$ cat src/rtl/matmul_pkg.sv
// Shared types and helper functions for the sequential matrix multiplier.
package matmul_pkg;

  typedef enum logic [1:0] {
    IDLE = 2'd0,
    CALC = 2'd1,
    DONE = 2'd2
  } state_e;

  function automatic int clog2(input int value);
    int r;
    r = 0;
    for (int i = 0; i < 31; i++) begin
      if ((1 << i) < value) r = i + 1;
    end
    return r;
  endfunction

  // Worst-case sum of N products of two DW-bit operands.
  function automatic int acc_width(input int dw, input int n);
    return 2 * dw + clog2(n);
  endfunction

  // Row-major packing with element (0,0) in the MSBs.
  function automatic int elem_lsb(input int row, input int col, input int n, input int w);
    return ((n * n - 1) - (row * n + col)) * w;
  endfunction

endpackage

$ cat src/rtl/matmul_mac.sv
// Time-shared multiply-accumulate unit with saturate/truncate output stage.
module matmul_mac import matmul_pkg::*; #(
  parameter int N   = 2,
  parameter int DW  = 8,
  parameter int OW  = 8,
  parameter bit SAT = 1'b1
) (
  input  logic          clk,
  input  logic          rst,
  input  logic          en_i,
  input  logic          clr_i,
  input  logic [DW-1:0] a_i,
  input  logic [DW-1:0] b_i,
  output logic [OW-1:0] res_o
);

  localparam int AW = acc_width(DW, N);
  localparam int XW = (AW > OW) ? AW : OW;

  logic [2*DW-1:0] prod;
  logic [AW-1:0]   acc_q, acc_d;
  logic [XW-1:0]   acc_x, max_x;

  always_comb begin
    prod  = {{DW{1'b0}}, a_i} * {{DW{1'b0}}, b_i};
    acc_d = (clr_i ? '0 : acc_q) + AW'(prod);
  end

  always_ff @(posedge clk) begin
    if (rst) begin
      acc_q <= '0;
    end else if (en_i) begin
      acc_q <= acc_d;
    end
  end

  // Output stage works on the in-flight sum so the final term is included.
  always_comb begin
    acc_x = XW'(acc_d);
    max_x = XW'({OW{1'b1}});
    if (SAT && (acc_x > max_x)) begin
      res_o = max_x[OW-1:0];
    end else begin
      res_o = acc_x[OW-1:0];
    end
  end

endmodule

$ cat src/rtl/matrix_mult_seq.sv
// Sequential NxN matrix multiplier: FSM, loop counters, operand and result buffers.
//   state | meaning
//   IDLE  | waiting for start; operands latched on the accepting edge
//   CALC  | one MAC per cycle, k innermost, then j, then i
//   DONE  | result buffer copied to out, done pulse issued
module matrix_mult_seq import matmul_pkg::*; #(
  parameter int N   = 2,
  parameter int DW  = 8,
  parameter int OW  = 8,
  parameter bit SAT = 1'b1
) (
  input  logic              clk,
  input  logic              rst,
  input  logic              start,
  input  logic [N*N*DW-1:0] data1,
  input  logic [N*N*DW-1:0] data2,
  output logic              busy,
  output logic              done,
  output logic [N*N*OW-1:0] out
);

  localparam int CW = clog2(N);
  localparam int MW = N * N * DW;
  localparam int RW = N * N * OW;
  localparam logic [CW-1:0] LAST = CW'(N - 1);

  state_e          state_q, state_d;
  logic [CW-1:0]   i_q, i_d, j_q, j_d, k_q, k_d;
  logic [MW-1:0]   a_q, b_q;
  logic [RW-1:0]   res_q, out_q;
  logic            done_q;
  logic            load, mac_en, wr_en, copy;
  logic [DW-1:0]   a_el, b_el;
  logic [OW-1:0]   mac_res;

  always_comb begin
    a_el = a_q[elem_lsb(int'(i_q), int'(k_q), N, DW) +: DW];
    b_el = b_q[elem_lsb(int'(k_q), int'(j_q), N, DW) +: DW];
  end

  always_comb begin
    state_d = state_q;
    i_d     = i_q;
    j_d     = j_q;
    k_d     = k_q;
    load    = 1'b0;
    mac_en  = 1'b0;
    wr_en   = 1'b0;
    copy    = 1'b0;
    unique case (state_q)
      IDLE: begin
        if (start) begin
          load    = 1'b1;
          i_d     = '0;
          j_d     = '0;
          k_d     = '0;
          state_d = CALC;
        end
      end
      CALC: begin
        mac_en = 1'b1;
        if (k_q == LAST) begin
          k_d   = '0;
          wr_en = 1'b1;
          if (j_q == LAST) begin
            j_d = '0;
            if (i_q == LAST) begin
              i_d     = '0;
              state_d = DONE;
            end else begin
              i_d = i_q + 1'b1;
            end
          end else begin
            j_d = j_q + 1'b1;
          end
        end else begin
          k_d = k_q + 1'b1;
        end
      end
      DONE: begin
        copy    = 1'b1;
        state_d = IDLE;
      end
      default: state_d = IDLE;
    endcase
  end

  always_ff @(posedge clk) begin
    if (rst) begin
      state_q <= IDLE;
      i_q     <= '0;
      j_q     <= '0;
      k_q     <= '0;
      a_q     <= '0;
      b_q     <= '0;
      res_q   <= '0;
      out_q   <= '0;
      done_q  <= 1'b0;
    end else begin
      state_q <= state_d;
      i_q     <= i_d;
      j_q     <= j_d;
      k_q     <= k_d;
      done_q  <= copy;
      if (load) begin
        a_q <= data1;
        b_q <= data2;
      end
      if (wr_en) res_q[elem_lsb(int'(i_q), int'(j_q), N, OW) +: OW] <= mac_res;
      if (copy) out_q <= res_q;
    end
  end

  matmul_mac #(
    .N  (N),
    .DW (DW),
    .OW (OW),
    .SAT(SAT)
  ) u_mac (
    .clk  (clk),
    .rst  (rst),
    .en_i (mac_en),
    .clr_i(k_q == '0),
    .a_i  (a_el),
    .b_i  (b_el),
    .res_o(mac_res)
  );

  assign busy = (state_q != IDLE);
  assign done = done_q;
  assign out  = out_q;

endmodule

$ cat config.mk
export PLATFORM = sky130hd
export DESIGN_NAME = matrix_mult_seq
export DESIGN_NICKNAME = d
export VERILOG_FILES = /design/src/rtl/matmul_pkg.sv /design/src/rtl/matmul_mac.sv /design/src/rtl/matrix_mult_seq.sv
export SDC_FILE = /design/constraint.sdc
export NUM_CORES = 1
export LEC_CHECK = 0
export BUFFER_PORTS_ARGS = -buffer_cell sky130_fd_sc_hd__buf_2
export CORE_AREA = 2 2 158 160
export DETAILED_ROUTE_END_ITERATION = 12
export DIE_AREA = 0 0 160 162
export PLACE_DENSITY = 0.61
export SLEW_MARGIN = 0
export SYNTH_ARGS = -nofsm -noshare
export SYNTH_HDL_FRONTEND = slang
export SYNTH_SLANG_ARGS = --single-unit
$ cat constraint.sdc
create_clock -name clk -period 7.2 [get_ports clk]
set_input_delay 0.72 -clock clk [delete_from_list [all_inputs] [get_ports clk]]
set_output_delay 0.72 -clock clk [all_outputs]
set_load 0.005 [all_outputs]
==> impl_results.md <==
- Post-CTS setup buffer count: 0
- Remaining Overflow, GRT: 0
- Port Buffers: 100
- Reg2reg end: res_q[31]
- Vias post-DR: 6,643
- Reg-to-Reg Start: j_q
- Post-synth ARST share: 0%
- Cell Rows: between 50 and 60
- Vias in the first global route: 6,742
- Flop-to-flop setup slack: ~700 ps
- Die area: 25,900 sq um
- Crit end category: flop
- Top-Level Pins: 101
- DRT Pass-1 Iters: 5
- First-pass GRT wire length: 34,000 um
- Antenna fix cells: 0
- Reg2Reg Depth: 16
- Sequential area share after synthesis: 36.0%
- Minimum clock period: between 6000 and 7000 ps
- Die Wd: 160 um
- Largest net degree at the start of global routing: just over 70
- Mapped cell area: 8390 sq um
- CTS tree: done
- Hold_ws: 451 ps
- CP cell instances: mux4_2 -> and2_1 -> fa_1 -> inv_1 -> fa_1 -> fa_1 -> fa_1 -> inv_1 -> ha_1 -> a21oi_1 -> o211ai_1 -> a221oi_1 -> xnor2_1 -> o2111a_1 -> a41oi_4 -> a221o_1
- Fmax: 154 MHz
- Initial antenna violation count: 0
- Synth Instances: 948
- GRT Resource Usage Total: 16.2%
- WL/cell: 14.7 um
- Top FF cell, synth: dfxtp_1
- Clk root buf: clkbuf_16
- TNS Setup: 0 ps
- Number of stages on the worst hold path: 2
- TritonCTS buffer count: 17
- Nets: 1,186
- Final setup skew: about 10 ps
- Pwr dens: 205 nW/um^2
- Die span in y: between 150 and 200 um
- Syn_nets: about 1,100
- CP max FO: 15
- H-tree Lvls: 4
- Slowest-stage cell, CP: dfxtp_1
- Least-Margin Pin Slew: 1210 ps
- Kind of critical path: flop to flop
- Final setup vio count: 0
- Post-route DRC violation count: 0
- Final WL: 20,100 um
- VDD IR-drop max: 0.000146 V
- CTS Hold Buffers Added: 0
- Routability cong.: ~0.83
- Origin of the worst min-delay path: out[23]
- Worst Hold End: out[23]
- Mapped Avg Cell Area: between 8 and 9 sq um
- Max Root-Sink Buffers: 2
- Final Core Density: 40.5%
- Leak: roughly 4.2 nW
- Cells after DPL: 1,331
- Share of cells above drive strength 1: ~16%
- Final Hold Fails: 0
- Syn. warnings: 0
- CP peak stage delay: 810 ps
- Arr. time, crit path: 6810 ps
- Final Slew Violations: 0
- Startpoint Class: flop
- Initial Util: 34.8%
- Clock sink count: ~150
- Unique masters post-synth: 47
- Iteration-0 DRC Markers: 385
- Pre-CTS setup slack: 705 ps
- Synth Register Bits: 151
- Core footprint: about 24,000 sq um
- Detail Route Antenna Nets: 0
- Vias per cell: 4.87
- RSZ-0062 raised after global routing: false
- Most used cell, CP: fa_1
- Worst setup margin: 696 ps
- Skew-Pair Late Insertion Delay: around 430 ps
- Area growth from synthesis to layout: 16.5%
- Max-cap violation count: 0
- Worst-path clk slew: 60 ps
- DP HPWL: 14,500 um
- Required time of the critical path: between 7000 and 8000 ps
- Post-synth EDFFs: 0
- Hold Path Class: flop to flop
- Status: finished, final reports clean
- Fin crit share: 90.3%
- Worst relative slew slack: 19.6%
- Fin cells: approximately 1,400
- Post-cts resize count: 0
[sequential cells by signal, indices dropped and copies added, names as in the netlist]
register,cells
res_q,32
b_q,32
a_q,32
j_q,1
u_mac.acc_q,17
done,1
out,32
state_q,2
i_q,1
k_q,1
[worst max-delay path: cells and delay by family, from the launching register on]
kind	cells	cell delay [ps]
compound gates	6	1980
xor+xnor	1	180
fa+ha+maj	5	2400
buf+inv	2	90
flops	1	810
mux	1	690
simple gates	1	220
[layout make-up]
class                           count  area [sq um]
Timing Repair Buffer              106           548
Multi-Input combinational cell    658          4850
Tap cell                          324           405
Fill cell                        2488         14300
Inverter                           92           345
Clock inverter                     12           145
Sequential cell                   151          3020
Clock buffer                       20           457
[stage by stage]
step | cell area, sq um | power [mW]
2_1_floorplan | 8390 | 1.04
3_3_place_gp | 9170 | 1.12
3_5_place_dp | 9170 | 1.12
4_1_cts | 9770 | 2.03
5_1_grt | 9770 | 2.09
6_report | 9770 | 2.01
[cells by family after synthesis]
kind of cell               Yosys count  synth area share [%]
and+or+nand+nor                    345                  17.9
AOI/OAI and AO/OA                  193                  15.7
DFF                                151                  36.0
buffers and inverters              139                  6.23
adders and majority gates           93                  18.3
muxes                               16                  4.30
xor gates and xnor gates            11                  1.46
[report_power, final]
| group | switching (mW) | internal [mW] | total (mW) |
|---|---|---|---|
| registers | 0.0152 | 0.863 | 0.878 |
| logic | 0.143 | 0.0784 | 0.221 |
| clock network | 0.372 | 0.535 | 0.907 |
| total | 0.530 | 1.48 | 2.01 |
[synthesized netlist by cell type (7+ instances only)]
library cell | count | area share [%]
a211oi_1 | 7 | 0.63
a21oi_1 | 121 | 7.2
a221o_1 | 32 | 3.8
and2_1 | 53 | 4.0
clkbuf_1 | 40 | 1.8
dfxtp_1 | 151 | 36
fa_1 | 50 | 12
ha_1 | 43 | 6.4
inv_1 | 91 | 4.1
mux4_2 | 16 | 4.3
nand2_1 | 253 | 11
nor2_1 | 16 | 0.72
xnor2_1 | 8 | 0.84
[layer usage]
metal	vias up	GRT usage [%]	part of all wire (%)
li1	3304	-	-
met1	3197	22.1	49
met2	116	26.5	47
met3	26	2.58	2.9
met4	0	5.49	1.9
met5	-	0	0
[how the worst max path moves through the flow]
stage / cells past startpoint / startpoint / slack [ps] / to
finish: 16 / j_q / 700 / res_q[31]
floorplan: 18 / k_q / 1080 / res_q[0]
detailed placement: 16 / j_q / 700 / res_q[17]
global route: 16 / j_q / 290 / res_q[15]
global placement: 16 / j_q / 820 / res_q[25]
CTS: 16 / j_q / 690 / res_q[31]
[cell usage in the layout, fill, tap and decap left out, types with 2 or more instances in the layout]
cell type	count
nand2_1	252
dfxtp_1	151
a21oi_1	121
buf_2	99
inv_1	91
and2_1	52
fa_1	50
ha_1	43
a221o_1	32
clkbuf_16	17
mux4_2	16
nor2_1	16
xnor2_1	8
a211oi_1	7
buf_4	7
nor3_1	6
o21ai_0	6
clkinv_4	6
nand2b_1	4
a41oi_4	4
or3_1	3
a31oi_1	3
o21a_1	3
nor2b_1	2
a41oi_1	2
o211ai_1	2
a221oi_1	2
o31a_1	2
clkbuf_8	2
bufinv_16	2
No activity file was read; power rests on OpenSTA's default activity.
